## src/rtl/apb_regfile_slave_if.sv

```systemverilog
// apb_regfile_slave_if: APB4 bus bundle between an interconnect port and the register-file slave
// Signals: paddr/pprot/psel/penable/pwrite/pwdata/pstrb driven by the master;
// pready/prdata/pslverr driven by the slave.
interface apb_regfile_slave_if #(
  parameter int unsigned ADDR_WIDTH = 32,
  parameter int unsigned DATA_WIDTH = 32
);
  logic [ADDR_WIDTH-1:0] paddr;
  logic [2:0] pprot;
  logic psel;
  logic penable;
  logic pwrite;
  logic [DATA_WIDTH-1:0] pwdata;
  logic [DATA_WIDTH/8-1:0] pstrb;
  logic pready;
  logic [DATA_WIDTH-1:0] prdata;
  logic pslverr;
  modport master (
    output paddr, pprot, psel, penable, pwrite, pwdata, pstrb,
    input pready, prdata, pslverr
  );
  modport slave (
    input paddr, pprot, psel, penable, pwrite, pwdata, pstrb,
    output pready, prdata, pslverr
  );
endinterface

```

## src/rtl/apb_regfile_slave.sv

```systemverilog
// apb_regfile_slave: parametrised APB4 register file with wait states, byte strobes, RO mapping and privilege check
// Ports: pclk clock; presetn synchronous active-low reset; bus APB4 slave modport;
// reg_q RW register contents (RO slices read as 0); reg_wr one-cycle write pulses;
// hw_rdata values returned for read-only registers.
module apb_regfile_slave #(
  parameter int unsigned BASE_ADDR = 8,
  parameter int unsigned DATA_WIDTH = 32,
  parameter int unsigned ADDR_WIDTH = 32,
  parameter int unsigned N_REGS = 8,
  parameter int unsigned WAIT_STATES = 0,
  parameter logic [N_REGS-1:0] RO_MASK = '0,
  parameter bit PRIV_ONLY = 1'b0,
  parameter logic [DATA_WIDTH-1:0] RESET_VAL = '0
) (
  input logic pclk,
  input logic presetn,
  apb_regfile_slave_if.slave bus,
  output logic [N_REGS*DATA_WIDTH-1:0] reg_q,
  output logic [N_REGS-1:0] reg_wr,
  input logic [N_REGS*DATA_WIDTH-1:0] hw_rdata
);
  localparam int unsigned STRB = DATA_WIDTH / 8;
  localparam int unsigned IW = N_REGS > 1 ? $clog2(N_REGS) : 1;
  localparam logic [ADDR_WIDTH-1:0] BASE = ADDR_WIDTH'(BASE_ADDR);
  localparam logic [ADDR_WIDTH-1:0] ALIGN_M = ADDR_WIDTH'(STRB - 1);
  localparam logic [ADDR_WIDTH:0] LIMIT = (ADDR_WIDTH + 1)'(BASE_ADDR + N_REGS * STRB);
  typedef enum logic {IDLE, ACCESS} state_t;
  state_t state;
  logic [3:0] cnt;
  logic wr_q, err_q, done, ro, err, unused;
  logic [IW-1:0] idx, idx_q;
  logic [ADDR_WIDTH-1:0] off;
  logic [DATA_WIDTH-1:0] rd, rdata_q;
  logic [DATA_WIDTH-1:0] regs [N_REGS];
  assign unused = ^bus.pprot[2:1];
  // Decode is only sampled on the setup cycle; everything the bus sees later comes from flops.
  always_comb begin
    off = bus.paddr - BASE;
    idx = IW'(off >> $clog2(STRB));
    ro = RO_MASK[idx];
    err = bus.paddr < BASE || {1'b0, bus.paddr} >= LIMIT || (bus.paddr & ALIGN_M) != '0 ||
          (bus.pwrite && ro) || (PRIV_ONLY && !bus.pprot[0]);
    rd = ro ? hw_rdata[idx*DATA_WIDTH +: DATA_WIDTH] : regs[idx];
  end
  always_ff @(posedge pclk) begin
    reg_wr <= '0;
    if (!presetn) begin
      state <= IDLE;
      cnt <= '0;
      wr_q <= 1'b0;
      err_q <= 1'b0;
      idx_q <= '0;
      rdata_q <= '0;
      for (int i = 0; i < N_REGS; i++) regs[i] <= RESET_VAL;
    end else if (state == IDLE) begin
      if (bus.psel && !bus.penable) begin
        state <= ACCESS;
        cnt <= 4'(WAIT_STATES);
        wr_q <= bus.pwrite;
        err_q <= err;
        idx_q <= idx;
        rdata_q <= err ? '0 : rd;
      end
    end else if (cnt != '0) begin
      cnt <= cnt - 4'd1;
    end else begin
      state <= IDLE;
      if (wr_q && !err_q) begin
        reg_wr[idx_q] <= 1'b1;
        for (int b = 0; b < STRB; b++) if (bus.pstrb[b]) regs[idx_q][b*8 +: 8] <= bus.pwdata[b*8 +: 8];
      end
    end
  end
  assign done = state == ACCESS && cnt == '0;
  assign bus.pready = done;
  assign bus.pslverr = done && err_q;
  assign bus.prdata = done && !err_q ? rdata_q : '0;
  for (genvar i = 0; i < N_REGS; i++) begin : g_q
    assign reg_q[i*DATA_WIDTH +: DATA_WIDTH] = RO_MASK[i] ? '0 : regs[i];
  end
endmodule

```

## src/flat_wrapper.sv

```systemverilog
// flat-port wrapper written by rule: the top's interface ports become plain ports
module apb_regfile_slave_flat 
#(
  parameter int unsigned BASE_ADDR = 8,
  parameter int unsigned DATA_WIDTH = 32,
  parameter int unsigned ADDR_WIDTH = 32,
  parameter int unsigned N_REGS = 8,
  parameter int unsigned WAIT_STATES = 0,
  parameter logic [N_REGS-1:0] RO_MASK = '0,
  parameter bit PRIV_ONLY = 1'b0,
  parameter logic [DATA_WIDTH-1:0] RESET_VAL = '0
)
  (pclk, presetn, reg_q, reg_wr, hw_rdata, bus_paddr, bus_pprot, bus_psel, bus_penable, bus_pwrite, bus_pwdata, bus_pstrb, bus_pready, bus_prdata, bus_pslverr);
  apb_regfile_slave_if #(.ADDR_WIDTH(ADDR_WIDTH), .DATA_WIDTH(DATA_WIDTH)) bus_i ();
  input logic pclk;
  input logic presetn;
  output logic [N_REGS*DATA_WIDTH-1:0] reg_q;
  output logic [N_REGS-1:0] reg_wr;
  input logic [N_REGS*DATA_WIDTH-1:0] hw_rdata;
  input wire logic [$bits(bus_i.paddr)-1:0] bus_paddr;
  input wire logic [$bits(bus_i.pprot)-1:0] bus_pprot;
  input wire logic [$bits(bus_i.psel)-1:0] bus_psel;
  input wire logic [$bits(bus_i.penable)-1:0] bus_penable;
  input wire logic [$bits(bus_i.pwrite)-1:0] bus_pwrite;
  input wire logic [$bits(bus_i.pwdata)-1:0] bus_pwdata;
  input wire logic [$bits(bus_i.pstrb)-1:0] bus_pstrb;
  output wire logic [$bits(bus_i.pready)-1:0] bus_pready;
  output wire logic [$bits(bus_i.prdata)-1:0] bus_prdata;
  output wire logic [$bits(bus_i.pslverr)-1:0] bus_pslverr;
  assign bus_i.paddr = bus_paddr;
  assign bus_i.pprot = bus_pprot;
  assign bus_i.psel = bus_psel;
  assign bus_i.penable = bus_penable;
  assign bus_i.pwrite = bus_pwrite;
  assign bus_i.pwdata = bus_pwdata;
  assign bus_i.pstrb = bus_pstrb;
  assign bus_pready = bus_i.pready;
  assign bus_prdata = bus_i.prdata;
  assign bus_pslverr = bus_i.pslverr;
  apb_regfile_slave #(.BASE_ADDR(BASE_ADDR), .DATA_WIDTH(DATA_WIDTH), .ADDR_WIDTH(ADDR_WIDTH), .N_REGS(N_REGS), .WAIT_STATES(WAIT_STATES), .RO_MASK(RO_MASK), .PRIV_ONLY(PRIV_ONLY), .RESET_VAL(RESET_VAL)) u_core (.pclk(pclk), .presetn(presetn), .bus(bus_i), .reg_q(reg_q), .reg_wr(reg_wr), .hw_rdata(hw_rdata));
endmodule
```

## config.mk

```make
export PLATFORM = sky130hd
export DESIGN_NAME = apb_regfile_slave_flat
export DESIGN_NICKNAME = d
export VERILOG_FILES = /design/src/rtl/apb_regfile_slave_if.sv /design/src/rtl/apb_regfile_slave.sv /design/src/flat_wrapper.sv
export SDC_FILE = /design/constraint.sdc
export NUM_CORES = 1
export LEC_CHECK = 0
export ABC_AREA = 1
export CORE_AREA = 2 2 248 250
export CTS_CLUSTER_DIAMETER = 120
export DETAILED_ROUTE_END_ITERATION = 8
export DIE_AREA = 0 0 250 252
export HOLD_SLACK_MARGIN = 0.02
export PLACE_DENSITY = 0.58
export SLEW_MARGIN = 20
export SYNTH_ARGS = -nofsm -noshare
export SYNTH_HDL_FRONTEND = slang
export SYNTH_SLANG_ARGS = --single-unit
export TNS_END_PERCENT = 10
```

## constraint.sdc

```tcl
create_clock -name pclk -period 2.9 [get_ports pclk]
set_clock_uncertainty 0.1 [all_clocks]
set_input_delay 0.58 -clock pclk [delete_from_list [all_inputs] [get_ports pclk]]
set_output_delay 0.58 -clock pclk [all_outputs]
set_load 0.005 [all_outputs]
```

==> results of run 1 <==
-- cell usage after synthesis, types with 5 or more instances --
cell	n	area, sq um
nand4_2	6	75.1
clkbuf_1	29	109
dfxtp_1	50	1000
edfxtp_1	256	7690
inv_1	78	293
buf_1	12	45.0
inv_2	5	18.8
nand3_1	163	816
o21ai_0	6	30.0
nand4_4	18	383
nand2_2	9	56.3
nand2_1	374	1400
a21oi_1	71	355
nor2_1	349	1310
buf_2	25	125
-- metrics by stage --
| step | power, W | area, sq um | setup TNS (ns) | util (%) |
|---|---|---|---|---|
| after floorplan | 0.00548 | 14000 | 0 | - |
| after global placement | 0.00617 | 18900 | 0 | 31.5 |
| after detailed placement | 0.00618 | 18900 | 0 | 31.5 |
| after CTS | 0.0105 | 20000 | -0.303 | 33.3 |
| after global routing | 0.0107 | 20000 | -0.0357 | 33.3 |
| final | 0.0104 | 20000 | 0 | 33.3 |
-- final timing paths --
kind / startpoint / slack (ns) / endpoint / cells past startpoint
setup / recovery: u_core.cnt[0] / 0.1 / bus_prdata[3] / 11
hold / removal: presetn / 0.21 / u_core.wr_q / 3
setup reg to reg: u_core.cnt[0] / 0.21 / u_core.regs[3][20] / 11
hold reg to reg: u_core.cnt[0] / 0.35 / u_core.cnt[0] / 1
-- timing repair --
item	4_1_cts	5_1_grt
gates resized for setup	60	56
setup buffers	0	3
pin swaps	2	3
setup endpoints to repair	32	73
gates cloned	0	0
-- report_power, final --
group	switching, W	total (W)	leakage (nW)	internal, W
combinational	0.000648	0.00109	3.92	0.000445
clock	0.00181	0.00430	0.531	0.00249
sequential	0.000120	0.00500	3.05	0.00488
total	0.00258	0.0104	7.50	0.00782
-- final cells by class --
| cell class | instances | area, sq um | area share [%] |
|---|---|---|---|
| well taps | 782 | 978 | 4.89 |
| repair buffers | 436 | 4220 | 21.1 |
| inverters | 86 | 330 | 1.65 |
| clock inverters | 19 | 185 | 0.926 |
| clock buffers | 41 | 898 | 4.49 |
| flip-flops and latches | 306 | 8690 | 43.4 |
| multi-input cells | 1014 | 4700 | 23.5 |
-- layer usage --
layer | GRT usage [%] | up-vias | wire length, um
met5 | 0 | - | 14
met4 | 4.65 | 2 | 1270
met3 | 4.83 | 70 | 5150
met2 | 28.2 | 681 | 25700
met1 | 22.9 | 5918 | 24300
li1 | - | 5698 | -
-- state kept, by name (all words and copies together), names as in the netlist --
register and cells:
u_core.regs 256, u_core.cnt 4, u_core.reg_wr 8, u_core.rdata_q 32, u_core.wr_q 1, u_core.err_q 1, u_core.idx_q 3, u_core.state 1
-- worst min-delay path, cell delays in order --
cell	delay (ns)
buf_2	0.13
o21ai_0	0.08
nor2_1	0.04
-- kinds of logic after synthesis --
group           after synthesis
simple gates                932
flops                       306
buf+inv                     158
compound gates               78
xor+xnor                      3
fa+ha+maj                     1
==> impl_metrics.env, run 1 <==
export IMPL_critPathMaxStageDelay_ns=0.33
export IMPL_finalCritPeriodShare_pct=96.6
export IMPL_design_core_area_sq_um=60100
export IMPL_cts_tree="built"
export IMPL_syn_inst=1478
export IMPL_clkSlewWorstSetupHoldPaths_ns=0.06
export IMPL_synth_adder_area_share_pct=0.0896
export IMPL_path_max_fanout=11
export IMPL_most_common_layout_cells="nand2_1 (372), nor2_1 (340), clkdlybuf4s50_1 (334)"
export IMPL_h_tree_depth=2
export IMPL_syn_area_per_cell_sq_um=9.44
export IMPL_p_per_area_nw_per_um2=520
export IMPL_cp_arrival_ns=2.12
export IMPL_detailroute_via_count=12400
export IMPL_p_leak_nw=7.50
export IMPL_hold_path_class="in -> reg"
export IMPL_place_inst=2621
export IMPL_critPathLaunchType="flip-flop"
export IMPL_cts_hold_buffers=0
export IMPL_ir_worst_vdd_mv=0.325
export IMPL_slew_viol_final=0
export IMPL_drtPass1Iterations=5
export IMPL_path_cells="inv_2 > ha_4 > nand2_2 > nor2_4 > nand2_2 > nor2_4 > clkinv_4 > buf_6 > buf_12 > nor2_2 > buf_2"
export IMPL_antenna_found_initial=2
export IMPL_area_growth_pct=43.3
export IMPL_crit_slowest_cell="dfxtp_2"
export IMPL_root_buffer="clkbuf_16"
export IMPL_synth_nets=1811
export IMPL_hold_viol=0
export IMPL_yosysWarnings=0
export IMPL_synth_seq_area_share_pct=62.2
export IMPL_tightest_slew_ns=0.682
export IMPL_gr_total_overflow=0
export IMPL_grt_pass1_vias=12400
export IMPL_cts_buffers=35
export IMPL_synthXorXnorAreaFrac_pct=0.188
export IMPL_clock_latency_ns=0.55
export IMPL_drv_cap=0
export IMPL_worstSetupPathType="reg -> out"
export IMPL_setup_viol=0
export IMPL_remaining_drc_errors=0
export IMPL_clockBufferDepth=3
export IMPL_drive_above_1_share_pct=11.0
export IMPL_end_kind="primary output"
export IMPL_hold_ws_ns=0.209
export IMPL_nets=2212
export IMPL_synth_compound_area_share_pct=2.81
export IMPL_min_period_ns=2.80
export IMPL_ios=630
export IMPL_dieWidth_um=250
export IMPL_required_ns=2.22
export IMPL_setup_ws_ns=0.0976
export IMPL_cp_top_family="buffers and inverters"
export IMPL_via_per_inst=4.61
export IMPL_grt_usage_pct=17.4
export IMPL_gp_congestion=0.905
export IMPL_antenna_left=0
export IMPL_grt_pass1_wl_um=80900
export IMPL_yosys_mux_area_fraction_pct=0
export IMPL_synth_simple_area_share_pct=29.9
export IMPL_rsz0062_at_grt="yes"
export IMPL_max_freq_ghz=0.357
export IMPL_maxSlewHeadroom_pct=54.5
export IMPL_first_iter_violations=995
export IMPL_wl_um=56400
export IMPL_ys_seq_elements=306
export IMPL_outcome="complete, no violations"
export IMPL_syn_cell_area_sq_um=14000
export IMPL_initial_utilization_pct=23.2
export IMPL_dp_hpwl_um=42300
export IMPL_num_antenna_cells=0
export IMPL_rows=90
export IMPL_synth_flop_cell="edfxtp_1"
export IMPL_fillers=6115
export IMPL_async_flop_share_pct=0
export IMPL_cts_sinks=306
export IMPL_grt_max_degree=72
export IMPL_instances_no_fill=2684
export IMPL_die_h_um=252
export IMPL_worstPathBufferInverterCount=5
export IMPL_final_common_cell="nand2_1"
export IMPL_io_buffers=370
export IMPL_synth_top_family_by_area="simple AND/OR/NAND/NOR gates"
export IMPL_synth_edf_count=256
export IMPL_fp_dieArea_sq_um=63000
export IMPL_routedWlPerCell_um=21.0
export IMPL_pre_cts_ws_ns=0.0521
export IMPL_ys_types=28
Power figures use the tool's default switching activity.
==> run 2: changes to the inputs <==
PLACE_DENSITY = 0.57   (was 0.58)
==> run 2 against run 1 <==
Worst setup slack gained 0.055 ns. Critical path type unchanged. Global-route usage grew 0.39 points. Largest cell class unchanged. Non-clock buffer count shrank 9. Clock power grew 9.3%. Highest routed layer unchanged. Largest power group unchanged. Combinational power is essentially flat. Maximum frequency grew 2.0%.
==> impl_metrics.env, run 2 (same netlist as run 1, synthesis figures left out) <==
export IMPL_r2r_slack_ns=0.25
export IMPL_cts_tree="built"
export IMPL_hold_viol=0
export IMPL_routedWlPerCell_um=21.5
export IMPL_clock_latency_ns=0.55
export IMPL_grt_pass1_vias=12500
export IMPL_worstSetupPathType="reg -> out"
export IMPL_p_leak_nw=7.56
export IMPL_tightest_slew_ns=0.766
export IMPL_ir_worst_vdd_mv=0.348
export IMPL_first_iter_violations=1031
export IMPL_gr_total_overflow=0
export IMPL_via_per_inst=4.58
export IMPL_grt_usage_pct=17.8
export IMPL_cts_hold_buffers=0
export IMPL_reg2regPathDepth=11
export IMPL_fp_dieArea_sq_um=63000
export IMPL_drtPass1Iterations=6
export IMPL_antenna_left=0
export IMPL_min_path_cells=3
export IMPL_wl_um=57500
export IMPL_gp_congestion=0.886
export IMPL_most_common_layout_cells="nand2_1 (367), nor2_1 (344), clkdlybuf4s50_1 (334)"
export IMPL_nets=2203
export IMPL_rows=90
export IMPL_cp_arrival_ns=2.07
export IMPL_min_to="u_core.wr_q"
export IMPL_grt_max_degree=78
export IMPL_setup_viol=0
export IMPL_finalCritPeriodShare_pct=94.7
export IMPL_antenna_found_initial=2
export IMPL_dp_hpwl_um=43200
export IMPL_dieWidth_um=250
export IMPL_p_per_area_nw_per_um2=537
export IMPL_cts_sinks=306
export IMPL_wl_met1_um=24400
export IMPL_largest_register="u_core.regs"
export IMPL_initial_utilization_pct=23.2
export IMPL_min_period_ns=2.75
export IMPL_die_h_um=252
export IMPL_wl_met3_um=5450
export IMPL_io_buffers=370
export IMPL_fin_util_pct=33.5
export IMPL_multi_input_area_sq_um=4680
export IMPL_path_max_fanout=12
export IMPL_wl_met2_um=26500
export IMPL_clkSlewWorstSetupHoldPaths_ns=0.07
export IMPL_max_freq_ghz=0.364
export IMPL_maxSlewHeadroom_pct=48.9
export IMPL_root_buffer="clkbuf_16"
export IMPL_rr_startpoint="u_core.cnt[0]"
export IMPL_ff_latch_area_sq_um=8690
export IMPL_cts_buffers=35
export IMPL_ios=630
export IMPL_final_common_cell="nand2_1"
export IMPL_remaining_drc_errors=0
export IMPL_end_kind="primary output"
export IMPL_critPathLaunchType="flip-flop"
export IMPL_detailroute_via_count=12300
export IMPL_drive_above_1_share_pct=10.3
export IMPL_reg_top3="u_core.regs (256), u_core.rdata_q (32), u_core.reg_wr (8)"
export IMPL_clockBufferDepth=3
export IMPL_drv_cap=0
export IMPL_r2r_end="u_core.regs[3][12]"
export IMPL_rsz0062_at_grt="yes"
export IMPL_worstHoldStart="presetn"
export IMPL_hold_ws_ns=0.237
export IMPL_fillers=6172
export IMPL_grt_pass1_wl_um=82800
export IMPL_required_ns=2.22
export IMPL_largest_register_ff_count=256
export IMPL_area_growth_pct=44.2
export IMPL_hold_path_class="in -> reg"
export IMPL_h_tree_depth=2
export IMPL_design_core_area_sq_um=60100
export IMPL_slew_viol_final=0
export IMPL_outcome="complete, no violations"
export IMPL_top_layer="met5"
==> run 2: changes by cell type in the layout (fill, tap and decap cells not counted), moves of 5 or more <==
| cell | change |
|---|---|
| dlygate4sd2_1 | +15 |
| clkinv_2 | +5 |
| nand2_2 | +5 |
| nand2_1 | -5 |
| buf_4 | -12 |
| clkbuf_2 | -10 |
==> run 2: through the flow <==
stage | setup slack, ns | TNS [ns] | instances | power (W) | instance area (sq um)
detailed placement | 0.0119 | 0 | 2612 | 0.00619 | 18900
floorplan | 0.789 | 0 | 1478 | 0.00548 | 14000
CTS | 0.00183 | 0 | 2679 | 0.0109 | 20100
global route | -0.00691 | -0.0177 | 2679 | 0.0112 | 20100
finish | 0.153 | 0 | 2680 | 0.0108 | 20100
global placement | 0.106 | 0 | 2612 | 0.00619 | 18900
==> run 2: worst max-delay path, cell delays in order (launching register included) <==
cell and delay [ns]:
dfxtp_1 0.32, inv_2 0.08, ha_4 0.15, nand2_2 0.06
nor2_2 0.09, nand2_2 0.09, nor2_4 0.17, inv_8 0.07
buf_12 0.16, nor2_1 0.08, dlygate4sd2_1 0.23
==> run 2: worst max-delay path by stage <==
stage,from,endpoint,slack [ns],cells after the start
3_5_place_dp,u_core.cnt[0],u_core.regs[3][15],0.01,10
4_1_cts,u_core.cnt[0],bus_prdata[8],0.002,10
2_1_floorplan,u_core.cnt[0],u_core.regs[0][24],0.79,11
3_3_place_gp,u_core.cnt[0],u_core.regs[3][14],0.11,10
5_1_grt,u_core.cnt[0],bus_prdata[2],-0.007,10
6_report,u_core.cnt[0],bus_prdata[0],0.15,10
==> run 2: final cells by class <==
cell class | count | area share [%]
multi-input combinational | 1014 | 23.3
timing repair buffer | 427 | 21.0
clock inverter | 21 | 1.35
sequential | 306 | 43.2
tap | 782 | 4.86
antenna | 1 | 0.0124
inverter | 86 | 1.65
clock buffer | 43 | 4.66
==> run 2: repair_timing <==
item / 4_1_cts / 5_1_grt
pin swaps: 1 / 1
gates cloned: 0 / 0
resized for setup: 55 / 28
endpoints found under the setup margin: 36 / 79
buffers inserted: 3 / 0
==> run 2: layer usage <==
metal | global-route usage, % | vias to the layer above
met5 | 0 | -
met4 | 4.41 | 2
met3 | 5.57 | 76
met2 | 29.3 | 652
met1 | 22.8 | 5876
li1 | - | 5676
==> run 2: where the power goes <==
| group | switching [W] | internal, W | total, W |
|---|---|---|---|
| Clock | 0.00185 | 0.00285 | 0.00470 |
| Combinational | 0.000656 | 0.000448 | 0.00110 |
| Sequential | 0.000116 | 0.00488 | 0.00500 |
